`src/rtl/bus_timer.sv`:
```
`default_nettype none
// ============================================================================
//  Module   : bus_timer
//  Purpose  : Memory-mapped 16-bit interval timer for the 6502 CPU bus.
//             Down-counter with 8-bit prescaler, auto-reload or one-shot
//             mode, sticky timer flag and level interrupt output.
//  Ports    : clk        - CPU clock, all logic on posedge
//             reset      - synchronous active-high reset
//             cs         - chip select for the 8-byte register window
//             addr[2:0]  - register offset
//             we         - write enable, qualified by cs
//             di[7:0]    - write data
//             dout[7:0]  - registered read data
//             dout_valid - high the cycle after a read access
//             irq        - level interrupt, TF & IE
//  Revision : 1.0 - initial release
// ============================================================================
module bus_timer #(
    parameter logic [7:0] RESET_PRESCALE = 8'h00
) (
    input  logic       clk,
    input  logic       reset,
    input  logic       cs,
    input  logic [2:0] addr,
    input  logic       we,
    input  logic [7:0] di,
    output logic [7:0] dout,
    output logic       dout_valid,
    output logic       irq
);

    localparam logic [2:0] c_ADDR_CTRL     = 3'd0;
    localparam logic [2:0] c_ADDR_STATUS   = 3'd1;
    localparam logic [2:0] c_ADDR_RELOAD_L = 3'd2;
    localparam logic [2:0] c_ADDR_RELOAD_H = 3'd3;
    localparam logic [2:0] c_ADDR_COUNT_L  = 3'd4;
    localparam logic [2:0] c_ADDR_COUNT_H  = 3'd5;
    localparam logic [2:0] c_ADDR_PRESCALE = 3'd6;

    logic        en_q, en_d;
    logic        auto_q, auto_d;
    logic        ie_q, ie_d;
    logic        tf_q, tf_d;
    logic [15:0] reload_q, reload_d;
    logic [15:0] count_q, count_d;
    logic [7:0]  snap_q, snap_d;
    logic [7:0]  psc_q, psc_d;
    logic [7:0]  p_q, p_d;
    logic [7:0]  dout_q, dout_d;
    logic        dout_valid_q, dout_valid_d;

    logic        w_wr;
    logic        w_rd;
    logic        w_tick;
    logic        w_underflow;
    logic [7:0]  w_rdata;

    assign w_wr        = cs & we;
    assign w_rd        = cs & ~we;
    assign w_tick      = en_q & (psc_q == p_q);
    assign w_underflow = w_tick & (count_q == 16'd0);

    // Read data mux, sampled into dout on the access edge
    always_comb begin
        w_rdata = 8'h00;
        case (addr)
            c_ADDR_CTRL:     w_rdata = {5'b0, ie_q, auto_q, en_q};
            c_ADDR_STATUS:   w_rdata = {7'b0, tf_q};
            c_ADDR_RELOAD_L: w_rdata = reload_q[7:0];
            c_ADDR_RELOAD_H: w_rdata = reload_q[15:8];
            c_ADDR_COUNT_L:  w_rdata = count_q[7:0];
            c_ADDR_COUNT_H:  w_rdata = snap_q;
            c_ADDR_PRESCALE: w_rdata = p_q;
            default:         w_rdata = 8'h00;
        endcase
    end

    always_comb begin
        en_d         = en_q;
        auto_d       = auto_q;
        ie_d         = ie_q;
        tf_d         = tf_q;
        reload_d     = reload_q;
        count_d      = count_q;
        snap_d       = snap_q;
        psc_d        = psc_q;
        p_d          = p_q;
        dout_d       = dout_q;
        dout_valid_d = w_rd;

        // Prescaler: held at 0 when disabled, wraps to 0 on a tick, and is
        // restarted by RELOAD_HI / PRESCALE writes.
        if (!en_q || w_tick) begin
            psc_d = 8'd0;
        end else if (w_wr && (addr == c_ADDR_RELOAD_H || addr == c_ADDR_PRESCALE)) begin
            psc_d = 8'd0;
        end else begin
            psc_d = psc_q + 8'd1;
        end

        // Counter: underflow is handled explicitly so the decrement never wraps
        if (w_tick) begin
            if (count_q != 16'd0) begin
                count_d = count_q - 16'd1;
            end else if (auto_q) begin
                count_d = reload_q;
            end else begin
                en_d = 1'b0;
            end
        end

        // Clear first so a same-cycle underflow wins the set
        if (w_wr && addr == c_ADDR_STATUS && di[0]) begin
            tf_d = 1'b0;
        end
        if (w_underflow) begin
            tf_d = 1'b1;
        end

        // Register writes are applied last so they override the tick effects
        // (written EN beats one-shot disable, RELOAD_HI load beats decrement).
        if (w_wr) begin
            case (addr)
                c_ADDR_CTRL: begin
                    en_d   = di[0];
                    auto_d = di[1];
                    ie_d   = di[2];
                end
                c_ADDR_RELOAD_L: reload_d[7:0] = di;
                c_ADDR_RELOAD_H: begin
                    reload_d[15:8] = di;
                    count_d        = {di, reload_q[7:0]};
                end
                c_ADDR_PRESCALE: p_d = di;
                default: ;
            endcase
        end

        if (w_rd) begin
            dout_d = w_rdata;
            // COUNT_LO read freezes the high byte so a 2-byte read is coherent
            if (addr == c_ADDR_COUNT_L) begin
                snap_d = count_q[15:8];
            end
        end
    end

    always_ff @(posedge clk) begin
        if (reset) begin
            en_q         <= 1'b0;
            auto_q       <= 1'b0;
            ie_q         <= 1'b0;
            tf_q         <= 1'b0;
            reload_q     <= 16'd0;
            count_q      <= 16'd0;
            snap_q       <= 8'd0;
            psc_q        <= 8'd0;
            p_q          <= RESET_PRESCALE;
            dout_q       <= 8'h00;
            dout_valid_q <= 1'b0;
        end else begin
            en_q         <= en_d;
            auto_q       <= auto_d;
            ie_q         <= ie_d;
            tf_q         <= tf_d;
            reload_q     <= reload_d;
            count_q      <= count_d;
            snap_q       <= snap_d;
            psc_q        <= psc_d;
            p_q          <= p_d;
            dout_q       <= dout_d;
            dout_valid_q <= dout_valid_d;
        end
    end

    assign dout       = dout_q;
    assign dout_valid = dout_valid_q;
    assign irq        = tf_q & ie_q;

endmodule
`default_nettype wire

```
`config.mk`:
```
export PLATFORM = sky130hd
export DESIGN_NAME = bus_timer
export DESIGN_NICKNAME = d
export VERILOG_FILES = /design/src/rtl/bus_timer.sv
export SDC_FILE = /design/constraint.sdc
export NUM_CORES = 1
export LEC_CHECK = 0
export ABC_AREA = 0
export BUFFER_PORTS_ARGS = -buffer_cell sky130_fd_sc_hd__buf_2
export CAP_MARGIN = 40
export CELL_PAD_IN_SITES_DETAIL_PLACEMENT = 1
export CELL_PAD_IN_SITES_GLOBAL_PLACEMENT = 2
export CORE_AREA = 3 3 127 129
export CTS_CLUSTER_SIZE = 16
export DETAILED_ROUTE_END_ITERATION = 7
export DIE_AREA = 0 0 130 132
export MAX_ROUTING_LAYER = met4
export PLACE_DENSITY = 0.54
export SLEW_MARGIN = 20
export SYNTH_ARGS = -nofsm -noshare
export SYNTH_HDL_FRONTEND = slang
export SYNTH_SLANG_ARGS = --single-unit
```
`constraint.sdc`:
```
create_clock -name clk -period 2.65 [get_ports clk]
set_input_delay 0.53 -clock clk [delete_from_list [all_inputs] [get_ports clk]]
set_output_delay 0.53 -clock clk [all_outputs]
set_load 0.01 [all_outputs]
```
# Word-level counts from Yosys, hierarchy flattened
# Cells that the tools add are included.
# op_classes
n_addsub	2
multipliers	0
div	0
n_lt_le_gt_ge	0
eq_ne	7
shifts	0
mux	13
n_bitwise	6
n_reduce_logical	16
# op_table
operator	n
2-to-1 mux 16 bit	5
case mux 8 bit (7 select lines)	1
logical NOT 16 bit	1
nonzero test 16 bit	1
subtractor 16 x 1 -> 16 bit (second input constant)	1
AND reduction 2 bit	5
== test 3 bit (second input constant)	3
adder 8 x 1 -> 8 bit (second input constant)	1
== test 8 bit	1
2-to-1 mux 1 bit	7
== test 3 x 2 -> 1 bit (second input constant)	2
bitwise AND 1 bit	5
== test 3 x 1 -> 1 bit (second input constant)	1
logical AND 1 bit	3
logical NOT 3 bit	1
OR reduction 3 bit	1
logical OR 1 bit	2
nonzero test 2 bit	1
logical NOT 1 bit	1
NOT 1 bit	1
# word_totals
regBits	69
latch_bits	0
mem_bits_rw	0
mem_bits_ro	0
out_inout_bits	10
mem_count	0

# Longest topological paths before layout
# Gate-level depths: netlist of run 1.
# depth
ltp_word	5
ltp_mapped	9
ltp_nobuf	7

# Least setup slack after synthesis of run 1
# OpenSTA, ideal clock, no wires.
# synth_path
kind	flip-flop to flip-flop
from	register count_q[0]
to	register count_q[12]
arrival_ps	1943
required_ps	2528
path_slack_ps	585
path_stages_with_launch	8
path_buffers	0
synth_period_minus_slack_ps	2065
path_cell_list	dfxtp_1 > inv_1 > ha_1 > or3b_1 > nor3_1 > nand3_1 > a21o_1 > a311o_1
# synth_via
elab_chain_len	5
word_cells_on_any_way	6
cone_classes	1 x add/sub; 4 x mux; 1 x reduce/logical
# synth_lines
item	line_no	text
start, declared	45	logic [15:0] count_q, count_d;
start signal, assigned	167	count_q <= count_d;
subtractor 16 x 1 -> 16 bit or nonzero test 16 bit (tied branches)	104, 103	
2-to-1 mux 16 bit (*)	103	if (count_q != 16'd0) begin
2-to-1 mux 16 bit (*)	102	if (w_tick) begin
2-to-1 mux 16 bit	123	case (addr)
2-to-1 mux 16 bit (*)	122	if (w_wr) begin
# Mark *: on every way between the ends. The rest lies on a longest branch, timed or not.
# A chain may end at the register's enable or synchronous reset.

# Worst setup path after layout of run 1
# layout_path
from	register count_q[0]
to	register count_q[1]
# Same word-level chain as after synthesis.

==> run_summary.xml, run 1 <==
<?xml version="1.0" encoding="UTF-8"?>
<metrics>
  <group name="die">
    <metric name="chipHeight" unit="µm">132</metric>
    <metric name="chip_width" unit="µm">130</metric>
    <metric name="num_rows" unit="">45</metric>
    <metric name="initial_utilization" unit="%">24.65</metric>
    <metric name="boundaryPins" unit="">25</metric>
    <metric name="core_area" unit="mm²">0.01515</metric>
    <metric name="die_area" unit="mm²">0.01716</metric>
  </group>
  <group name="grt">
    <metric name="top_usage_layer" unit="">met2</metric>
    <metric name="grt_met3_use" unit="%">3.241</metric>
    <metric name="grt_max_degree" unit="">27</metric>
    <metric name="global_route_wire_length_before_repair" unit="µm">22810</metric>
    <metric name="grt_remaining_overflow" unit="">0</metric>
    <metric name="grt.met1_usage" unit="%">24.93</metric>
    <metric name="grt_usage" unit="%">18.12</metric>
    <metric name="grt_pass1_vias" unit="">3732</metric>
    <metric name="gr-usage-met2" unit="%">26.96</metric>
    <metric name="grt_antenna_before_repair" unit="">0</metric>
  </group>
  <group name="worst_setup_path">
    <metric name="critical_path.top_delay_family" unit="">compound AO/OA/AOI/OAI gates</metric>
    <metric name="cp.buffers_inverters" unit="">1</metric>
    <metric name="worstSetupPathType" unit="">flop to flop</metric>
    <metric name="timing.rr.start" unit="">count_q[0]</metric>
    <metric name="total_stage_count_of_the_critical_path" unit="">7</metric>
    <metric name="critical_path_arrival" unit="ns">2.71</metric>
    <metric name="timing.critical_path.from_type" unit="">flop</metric>
    <metric name="rrSetupSlack" unit="ns">0.20</metric>
    <metric name="crit_end" unit="">count_q[1]</metric>
    <metric name="cp_cell_sequence" unit="">inv_1 -&gt; ha_1 -&gt; nor3b_2 -&gt; and4_1 -&gt; a2111oi_2 -&gt; o22ai_1 -&gt; a221oi_1</metric>
    <metric name="path_max_fanout" unit="">10</metric>
    <metric name="crit_path_start" unit="">count_q[0]</metric>
    <metric name="critical-path-slowest-cell" unit="">sky130_fd_sc_hd__a2111oi_2</metric>
    <metric name="reg2reg_to" unit="">count_q[1]</metric>
    <metric name="critPathRequiredTime" unit="ns">2.90</metric>
    <metric name="number_of_cells_on_the_worst_reg_to_reg_path" unit="">7</metric>
    <metric name="timing.critical_path.slowest_cell_delay" unit="ns">0.63</metric>
    <metric name="worst_setup_end_kind" unit="">flop</metric>
  </group>
  <group name="cts">
    <metric name="cts_tree" unit="">built</metric>
    <metric name="cts_buffer_depth" unit="">2</metric>
    <metric name="clk_pin_slew" unit="ns">0.06</metric>
    <metric name="cts_repair_resize_count" unit="">0</metric>
    <metric name="cts_buffers" unit="">9</metric>
    <metric name="ctsRootBufferMaster" unit="">sky130_fd_sc_hd__clkbuf_16</metric>
    <metric name="cts.htree.levels" unit="">3</metric>
    <metric name="clock_insertion_delay_at_the_later_pin_of_the_skew_report" unit="ns">0.35</metric>
    <metric name="clock_sinks" unit="">69</metric>
    <metric name="cts_hold_buf" unit="">0</metric>
    <metric name="post_cts_buffers" unit="">0</metric>
  </group>
  <group name="synth">
    <metric name="synth-edff-count" unit="">0</metric>
    <metric name="synth_area_leaders" unit="">sky130_fd_sc_hd__dfxtp_1, sky130_fd_sc_hd__mux2i_1, sky130_fd_sc_hd__nor2_1</metric>
    <metric name="synth_ff_type" unit="">sky130_fd_sc_hd__dfxtp_1</metric>
    <metric name="yosysTopAreaCell" unit="">sky130_fd_sc_hd__dfxtp_1</metric>
    <metric name="ys_ff_latch" unit="">69</metric>
    <metric name="postSynthAreaPerCell" unit="µm²">8.315</metric>
    <metric name="synth_warnings" unit="">0</metric>
    <metric name="synthCells" unit="">449</metric>
    <metric name="synth-async-reset-ratio" unit="%">0</metric>
    <metric name="mappedNetlistNets" unit="">467</metric>
    <metric name="netlist-cell-type-count" unit="">68</metric>
    <metric name="synthesis.area" unit="mm²">0.003734</metric>
    <metric name="synth-seq-area-share" unit="%">37.00</metric>
    <metric name="synth_top_area_share" unit="%">37.00</metric>
  </group>
  <group name="power">
    <metric name="total_power" unit="mW">2.642</metric>
    <metric name="pwr-share-seq" unit="%">40.1</metric>
    <metric name="worst_ir_drop_vdd" unit="mV">0.3506</metric>
    <metric name="power_per_cell_area" unit="mW/mm²">587.8</metric>
    <metric name="internal-power" unit="mW">1.981</metric>
    <metric name="combPwrFrac" unit="%">9.4</metric>
    <metric name="power_leakage" unit="nW">1.696</metric>
    <metric name="switchingPower" unit="mW">0.6614</metric>
    <metric name="swShare" unit="%">25.04</metric>
    <metric name="power_frac_clock" unit="%">50.5</metric>
  </group>
  <group name="run">
    <metric name="drv_cap" unit="">0</metric>
  </group>
  <group name="timing">
    <metric name="timing_hold_violations_final" unit="">0</metric>
    <metric name="max_clock_freq" unit="GHz">0.4076</metric>
    <metric name="slew-limit-headroom" unit="%">55.52</metric>
    <metric name="final.period_utilization" unit="%">92.59</metric>
    <metric name="finClkSkew" unit="ns">0.008995</metric>
    <metric name="fin_ws" unit="ns">0.1963</metric>
    <metric name="max_slew.worst_pin.slew" unit="ns">0.6640</metric>
    <metric name="final.min_clock_period" unit="ns">2.454</metric>
    <metric name="finalSetupTns" unit="ns">0</metric>
    <metric name="finalSetupViolations" unit="">0</metric>
    <metric name="slew_violations" unit="">0</metric>
  </group>
  <group name="placed_design">
    <metric name="post-dp-hpwl" unit="µm">11000</metric>
    <metric name="gp_congestion" unit="">0.8567</metric>
    <metric name="count_of_port_buffers_added_during_placement" unit="">24</metric>
    <metric name="pre_cts_ws" unit="ns">0.2207</metric>
    <metric name="placed_cells_incl_taps" unit="">659</metric>
  </group>
  <group name="cells_and_area">
    <metric name="final_net_count" unit="">500</metric>
    <metric name="syn_to_final_growth" unit="%">20.38</metric>
    <metric name="instances_no_fill" unit="">675</metric>
    <metric name="fin_util" unit="%">29.67</metric>
    <metric name="post_route_cells_drive_above_1_share" unit="%">16.22</metric>
    <metric name="n_fill_cell" unit="">1786</metric>
    <metric name="antennaDiodeCount" unit="">0</metric>
  </group>
  <group name="detailed_routing">
    <metric name="detail_route.first_pass.iterations" unit="">4</metric>
    <metric name="wirelength" unit="µm">14370</metric>
    <metric name="wire_per_inst" unit="µm">21.29</metric>
    <metric name="via_count" unit="">3574</metric>
    <metric name="post-route-drc-count" unit="">0</metric>
    <metric name="route.antenna.remaining_nets" unit="">0</metric>
    <metric name="detail_route.vias_per_cell" unit="">5.295</metric>
    <metric name="detailed_route_iter0_violations" unit="">245</metric>
  </group>
  <group name="run_status">
    <metric name="run_status" unit="">finished, final reports clean</metric>
  </group>
  <group name="min_path">
    <metric name="worst_hold_path_type" unit="">flop to flop</metric>
  </group>
</metrics>
[cell usage after synthesis (3+ instances only)]
| master | number |
|---|---|
| sky130_fd_sc_hd__a21oi_1 | 27 |
| sky130_fd_sc_hd__a221o_1 | 5 |
| sky130_fd_sc_hd__a221oi_1 | 3 |
| sky130_fd_sc_hd__a22o_1 | 6 |
| sky130_fd_sc_hd__a22oi_1 | 8 |
| sky130_fd_sc_hd__a31oi_1 | 3 |
| sky130_fd_sc_hd__a32o_1 | 3 |
| sky130_fd_sc_hd__and3_1 | 6 |
| sky130_fd_sc_hd__buf_2 | 6 |
| sky130_fd_sc_hd__clkbuf_1 | 19 |
| sky130_fd_sc_hd__dfxtp_1 | 69 |
| sky130_fd_sc_hd__ha_1 | 3 |
| sky130_fd_sc_hd__inv_1 | 14 |
| sky130_fd_sc_hd__mux2i_1 | 34 |
| sky130_fd_sc_hd__nand2_1 | 48 |
| sky130_fd_sc_hd__nand2b_1 | 6 |
| sky130_fd_sc_hd__nand3_1 | 23 |
| sky130_fd_sc_hd__nand4_1 | 5 |
| sky130_fd_sc_hd__nor2_1 | 49 |
| sky130_fd_sc_hd__nor2b_1 | 4 |
| sky130_fd_sc_hd__nor3_1 | 8 |
| sky130_fd_sc_hd__nor4_1 | 5 |
| sky130_fd_sc_hd__o211ai_1 | 4 |
| sky130_fd_sc_hd__o21ai_0 | 15 |
| sky130_fd_sc_hd__o21bai_1 | 3 |
| sky130_fd_sc_hd__o22ai_1 | 4 |
| sky130_fd_sc_hd__or3_1 | 4 |
| sky130_fd_sc_hd__xnor2_1 | 9 |
| sky130_fd_sc_hd__xor2_1 | 5 |
[layout make-up]
| class | instances | area, µm² | area share (%) |
|---|---|---|---|
| Tap cell | 188 | 235.2 | 5.234 |
| Clock inverter | 6 | 86.33 | 1.921 |
| Timing Repair Buffer | 49 | 307.8 | 6.849 |
| Inverter | 14 | 52.55 | 1.169 |
| Sequential cell | 69 | 1381 | 30.73 |
| Clock buffer | 10 | 239.0 | 5.317 |
| Multi-Input combinational cell | 339 | 2192 | 48.78 |
[cell families (layout without fill, tap and decap cells)]
group           after synthesis  in the layout  synth area share (%)
simple gates                180            180                 24.70
compound gates              107            107                 20.28
flops                        69             69                 37.00
buf+inv                      41             79                 4.323
mux                          35             35                 9.417
xor+xnor                     14             14                 3.284
fa+ha+maj                     3              3                 1.005
[layer usage]
metal | part of all wire [%] | vias to the layer above
met4 | 2.0 | 0
met5 | 0 | -
met3 | 3.9 | 16
met2 | 45 | 69
li1 | - | 1711
met1 | 49 | 1778
[power groups by stage]
stage / registers (mW) / logic, mW / clock network [mW]
3_3_place_gp: 1.08 / 0.250 / 0
2_1_floorplan: 1.08 / 0.154 / 0
4_1_cts: 1.06 / 0.251 / 1.38
3_5_place_dp: 1.08 / 0.249 / 0
5_1_grt: 1.06 / 0.272 / 1.43
6_report: 1.06 / 0.249 / 1.33
[worst min-delay path, stage by stage (launching register included)]
cell,delay [ns]
sky130_fd_sc_hd__dfxtp_1,0.30
sky130_fd_sc_hd__nand2_1,0.05
sky130_fd_sc_hd__a21oi_1,0.05
[layout by cell type (no fill, tap or decap), drive strengths merged, types with 5 or more instances in the layout]
master  synthesis  layout
nand3          23      23
a22o            6       6
a21oi          27      27
mux2i          34      34
a221o           5       5
nor3           10      10
buf             8      49
and3            6       6
inv            14      14
dfxtp          69      69
or3             5       5
nand2b          6       6
o21ai          15      15
clkbuf         19      10
nand2          48      48
nor2           49      49
nor4            8       8
xor2            5       5
xnor2           9       9
a22oi           8       8
nand4           6       6
[per-stage QoR]
step	cell area, µm²	hold WS (ns)
global route	4494	0.4780
global placement	4168	0.4381
floorplan	3734	0.4451
CTS	4493	0.4519
detailed placement	4168	0.4433
finish	4494	0.4476
[worst min path at each step]
| stage | slack, ns | cells past startpoint | endpoint | start |
|---|---|---|---|---|
| CTS | 0.45 | 2 | dout[1] | dout[1] |
| global placement | 0.44 | 2 | dout[1] | dout[1] |
| detailed placement | 0.44 | 2 | dout[1] | dout[1] |
| global route | 0.48 | 3 | count_q[15] | di[7] |
| finish | 0.45 | 2 | dout[1] | dout[1] |
| floorplan | 0.45 | 2 | reload_q[15] | reload_q[15] |
[flip-flops by register name (all words and copies together) (netlist names)]
register / cells
count_q: 16
reload_q: 16
dout: 8
p_q: 8
psc_q: 8
snap_q: 8
auto_q: 1
dout_valid: 1
en_q: 1
ie_q: 1
tf_q: 1
(Power assumes the default switching activity.)
==> inputs of run 2 (changes only) <==
Settings changed: CORE_AREA 3 3 127 129 to 2 2 104 106, DIE_AREA 0 0 130 132 to 0 0 106 108, PLACE_DENSITY 0.54 to 0.75.
Clock period 2.65 ns to 2.3 ns, I/O delays scaled along.
==> run 2 against run 1 <==
Total power decreased by 4.7%; register-to-register slack lost 0.098 ns; global-route usage increased by 7.1 points; via count increased by 1.5%; combinational power up 22%; die area decreased by 33%; critical path type unchanged.
==> run_summary.xml, run 2 (synthesis gave the netlist of run 1 again) <==
<?xml version="1.0" encoding="UTF-8"?>
<metrics>
  <group name="timing">
    <metric name="finalSetupViolations" unit="">0</metric>
    <metric name="final.min_clock_period" unit="ns">2.202</metric>
    <metric name="slew_violations" unit="">0</metric>
    <metric name="timing_hold_violations_final" unit="">0</metric>
    <metric name="unrepaired_setup_endpoints_after_global_routing" unit="">no</metric>
    <metric name="final.period_utilization" unit="%">95.73</metric>
    <metric name="slew-limit-headroom" unit="%">63.71</metric>
    <metric name="max_clock_freq" unit="GHz">0.4542</metric>
    <metric name="max_slew.worst_pin.slew" unit="ns">0.5394</metric>
    <metric name="finClkSkew" unit="ns">0.005810</metric>
  </group>
  <group name="cells_and_area">
    <metric name="n_fill_cell" unit="">1254</metric>
    <metric name="instances_no_fill" unit="">635</metric>
    <metric name="antennaDiodeCount" unit="">0</metric>
    <metric name="fin_util" unit="%">42.97</metric>
    <metric name="final_net_count" unit="">514</metric>
    <metric name="post_route_cells_drive_above_1_share" unit="%">18.44</metric>
    <metric name="mostFrequentLayoutCells" unit="">sky130_fd_sc_hd__dfxtp_1, sky130_fd_sc_hd__nor2_1, sky130_fd_sc_hd__nand2_1, sky130_fd_sc_hd__buf_4, sky130_fd_sc_hd__mux2i_1</metric>
    <metric name="most_common_library_cell_in_the_layout_ignoring_fill_and_taps" unit="">sky130_fd_sc_hd__dfxtp_1</metric>
    <metric name="reg.largest.list" unit="">count_q (16), reload_q (16)</metric>
    <metric name="syn_to_final_growth" unit="%">17.76</metric>
    <metric name="multi_input_comb_area" unit="mm²">0.002192</metric>
    <metric name="regArea" unit="mm²">0.001381</metric>
  </group>
  <group name="grt">
    <metric name="grt_pass1_vias" unit="">3727</metric>
    <metric name="grt_max_degree" unit="">23</metric>
    <metric name="grt_antenna_before_repair" unit="">0</metric>
    <metric name="grt_usage" unit="%">25.21</metric>
    <metric name="global_route_wire_length_before_repair" unit="µm">21440</metric>
    <metric name="grt_remaining_overflow" unit="">0</metric>
  </group>
  <group name="power">
    <metric name="power_per_cell_area" unit="mW/mm²">572.4</metric>
    <metric name="worst_ir_drop_vdd" unit="mV">0.2228</metric>
    <metric name="power_leakage" unit="nW">1.698</metric>
  </group>
  <group name="cts">
    <metric name="clock_sinks" unit="">69</metric>
    <metric name="post_cts_buffers" unit="">0</metric>
    <metric name="clock_insertion_delay_at_the_later_pin_of_the_skew_report" unit="ns">0.34</metric>
    <metric name="cts_repair_resize_count" unit="">1</metric>
    <metric name="cts_buffers" unit="">9</metric>
    <metric name="cts_buffer_depth" unit="">2</metric>
    <metric name="clk_pin_slew" unit="ns">0.07</metric>
    <metric name="cts_tree" unit="">built</metric>
    <metric name="cts.htree.levels" unit="">3</metric>
    <metric name="cts_hold_buf" unit="">0</metric>
    <metric name="ctsRootBufferMaster" unit="">sky130_fd_sc_hd__clkbuf_8</metric>
  </group>
  <group name="worst_setup_path">
    <metric name="critPathRequiredTime" unit="ns">2.53</metric>
    <metric name="critical_path_arrival" unit="ns">2.43</metric>
    <metric name="timing.rr.start" unit="">count_q[0]</metric>
    <metric name="rrSetupSlack" unit="ns">0.1</metric>
    <metric name="worst_setup_end_kind" unit="">flop</metric>
    <metric name="reg2reg_to" unit="">count_q[9]</metric>
    <metric name="cp_cell_sequence" unit="">inv_1 -&gt; ha_1 -&gt; nor3b_2 -&gt; nand4_2 -&gt; buf_4 -&gt; nor3_1 -&gt; o21ai_0 -&gt; a32o_1</metric>
    <metric name="path_max_fanout" unit="">7</metric>
    <metric name="timing.critical_path.slowest_cell_delay" unit="ns">0.31</metric>
    <metric name="critical-path-slowest-cell" unit="">sky130_fd_sc_hd__dfxtp_1</metric>
    <metric name="worstSetupPathType" unit="">flop to flop</metric>
    <metric name="crit_path_start" unit="">count_q[0]</metric>
    <metric name="number_of_cells_on_the_worst_reg_to_reg_path" unit="">8</metric>
    <metric name="timing.critical_path.from_type" unit="">flop</metric>
    <metric name="crit_end" unit="">count_q[9]</metric>
  </group>
  <group name="detailed_routing">
    <metric name="route.antenna.remaining_nets" unit="">0</metric>
    <metric name="detail_route.vias_per_cell" unit="">5.713</metric>
    <metric name="post-route-drc-count" unit="">0</metric>
    <metric name="detail_route.first_pass.iterations" unit="">5</metric>
    <metric name="wirelength" unit="µm">13250</metric>
    <metric name="via_count" unit="">3628</metric>
    <metric name="wire_per_inst" unit="µm">20.87</metric>
    <metric name="detailed_route_iter0_violations" unit="">241</metric>
  </group>
  <group name="die">
    <metric name="die_area" unit="mm²">0.01145</metric>
    <metric name="num_rows" unit="">37</metric>
    <metric name="core_area" unit="mm²">0.01023</metric>
    <metric name="boundaryPins" unit="">25</metric>
    <metric name="initial_utilization" unit="%">36.49</metric>
    <metric name="chipHeight" unit="µm">108</metric>
    <metric name="chip_width" unit="µm">106</metric>
  </group>
  <group name="placed_design">
    <metric name="placed_cells_incl_taps" unit="">621</metric>
    <metric name="count_of_port_buffers_added_during_placement" unit="">24</metric>
    <metric name="gp_congestion" unit="">0.9286</metric>
    <metric name="post-dp-hpwl" unit="µm">10080</metric>
  </group>
  <group name="run_status">
    <metric name="run_status" unit="">finished, final reports clean</metric>
  </group>
  <group name="min_path">
    <metric name="worst_hold_path_type" unit="">input port to flop</metric>
  </group>
  <group name="run">
    <metric name="drv_cap" unit="">0</metric>
  </group>
</metrics>
==> run 2: layer usage <==
metal | vias up | wire length (µm) | GRT usage [%] | part of all wire, %
li1 | 1737 | - | - | -
met1 | 1802 | 6183 | 32.74 | 47
met2 | 70 | 6339 | 41.52 | 48
met3 | 19 | 519 | 3.797 | 3.9
met4 | 0 | 207 | 6.297 | 1.6
met5 | - | 0 | - | 0
==> run 2: how the worst min path moves through the flow <==
stage                       from            to  slack [ns]  cells after the start
floorplan           reload_q[15]  reload_q[15]        0.45                      2
global placement         dout[1]       dout[1]        0.44                      2
detailed placement       dout[1]       dout[1]        0.45                      2
CTS                        di[7]  reload_q[15]        0.39                      3
global route               di[7]  reload_q[15]        0.41                      3
finish                     di[7]  reload_q[15]        0.40                      3
==> run 2: report_power, final <==
group / switching, mW / internal (mW)
Clock: 0.480 / 0.517
Sequential: 0.0119 / 1.21
Combinational: 0.192 / 0.111
Total: 0.684 / 1.83
==> run 2: cell type report <==
| class | count | share of cell area [%] |
|---|---|---|
| Tap cell | 136 | 3.870 |
| Inverter | 14 | 1.195 |
| Clock inverter | 4 | 1.138 |
| Clock buffer | 10 | 3.130 |
| Timing Repair Buffer | 63 | 9.391 |
| Sequential cell | 69 | 31.42 |
| Multi-Input combinational cell | 339 | 49.86 |
==> run 2: critical path, delay by kind of cell, from the launching register on <==
| kind | cells | cell delay, ns |
|---|---|---|
| flops | 1 | 0.31 |
| fa+ha+maj | 1 | 0.17 |
| compound gates | 2 | 0.42 |
| buf+inv | 2 | 0.35 |
| simple gates | 3 | 0.83 |
==> run 2: stage by stage <==
step | cell area, µm² | setup TNS (ns) | hold WS, ns | total power [mW] | setup slack, ns
final | 4397 | 0 | 0.4034 | 2.517 | 0.09826
after global routing | 4397 | 0 | 0.4051 | 2.617 | 0.04186
after CTS | 4397 | 0 | 0.3924 | 2.539 | 0.1366
after detailed placement | 4208 | -0.001300 | 0.4477 | 1.543 | -0.001300
after global placement | 4208 | 0 | 0.4382 | 1.536 | 0.1684
after floorplan | 3734 | 0 | 0.4451 | 1.421 | 0.2345
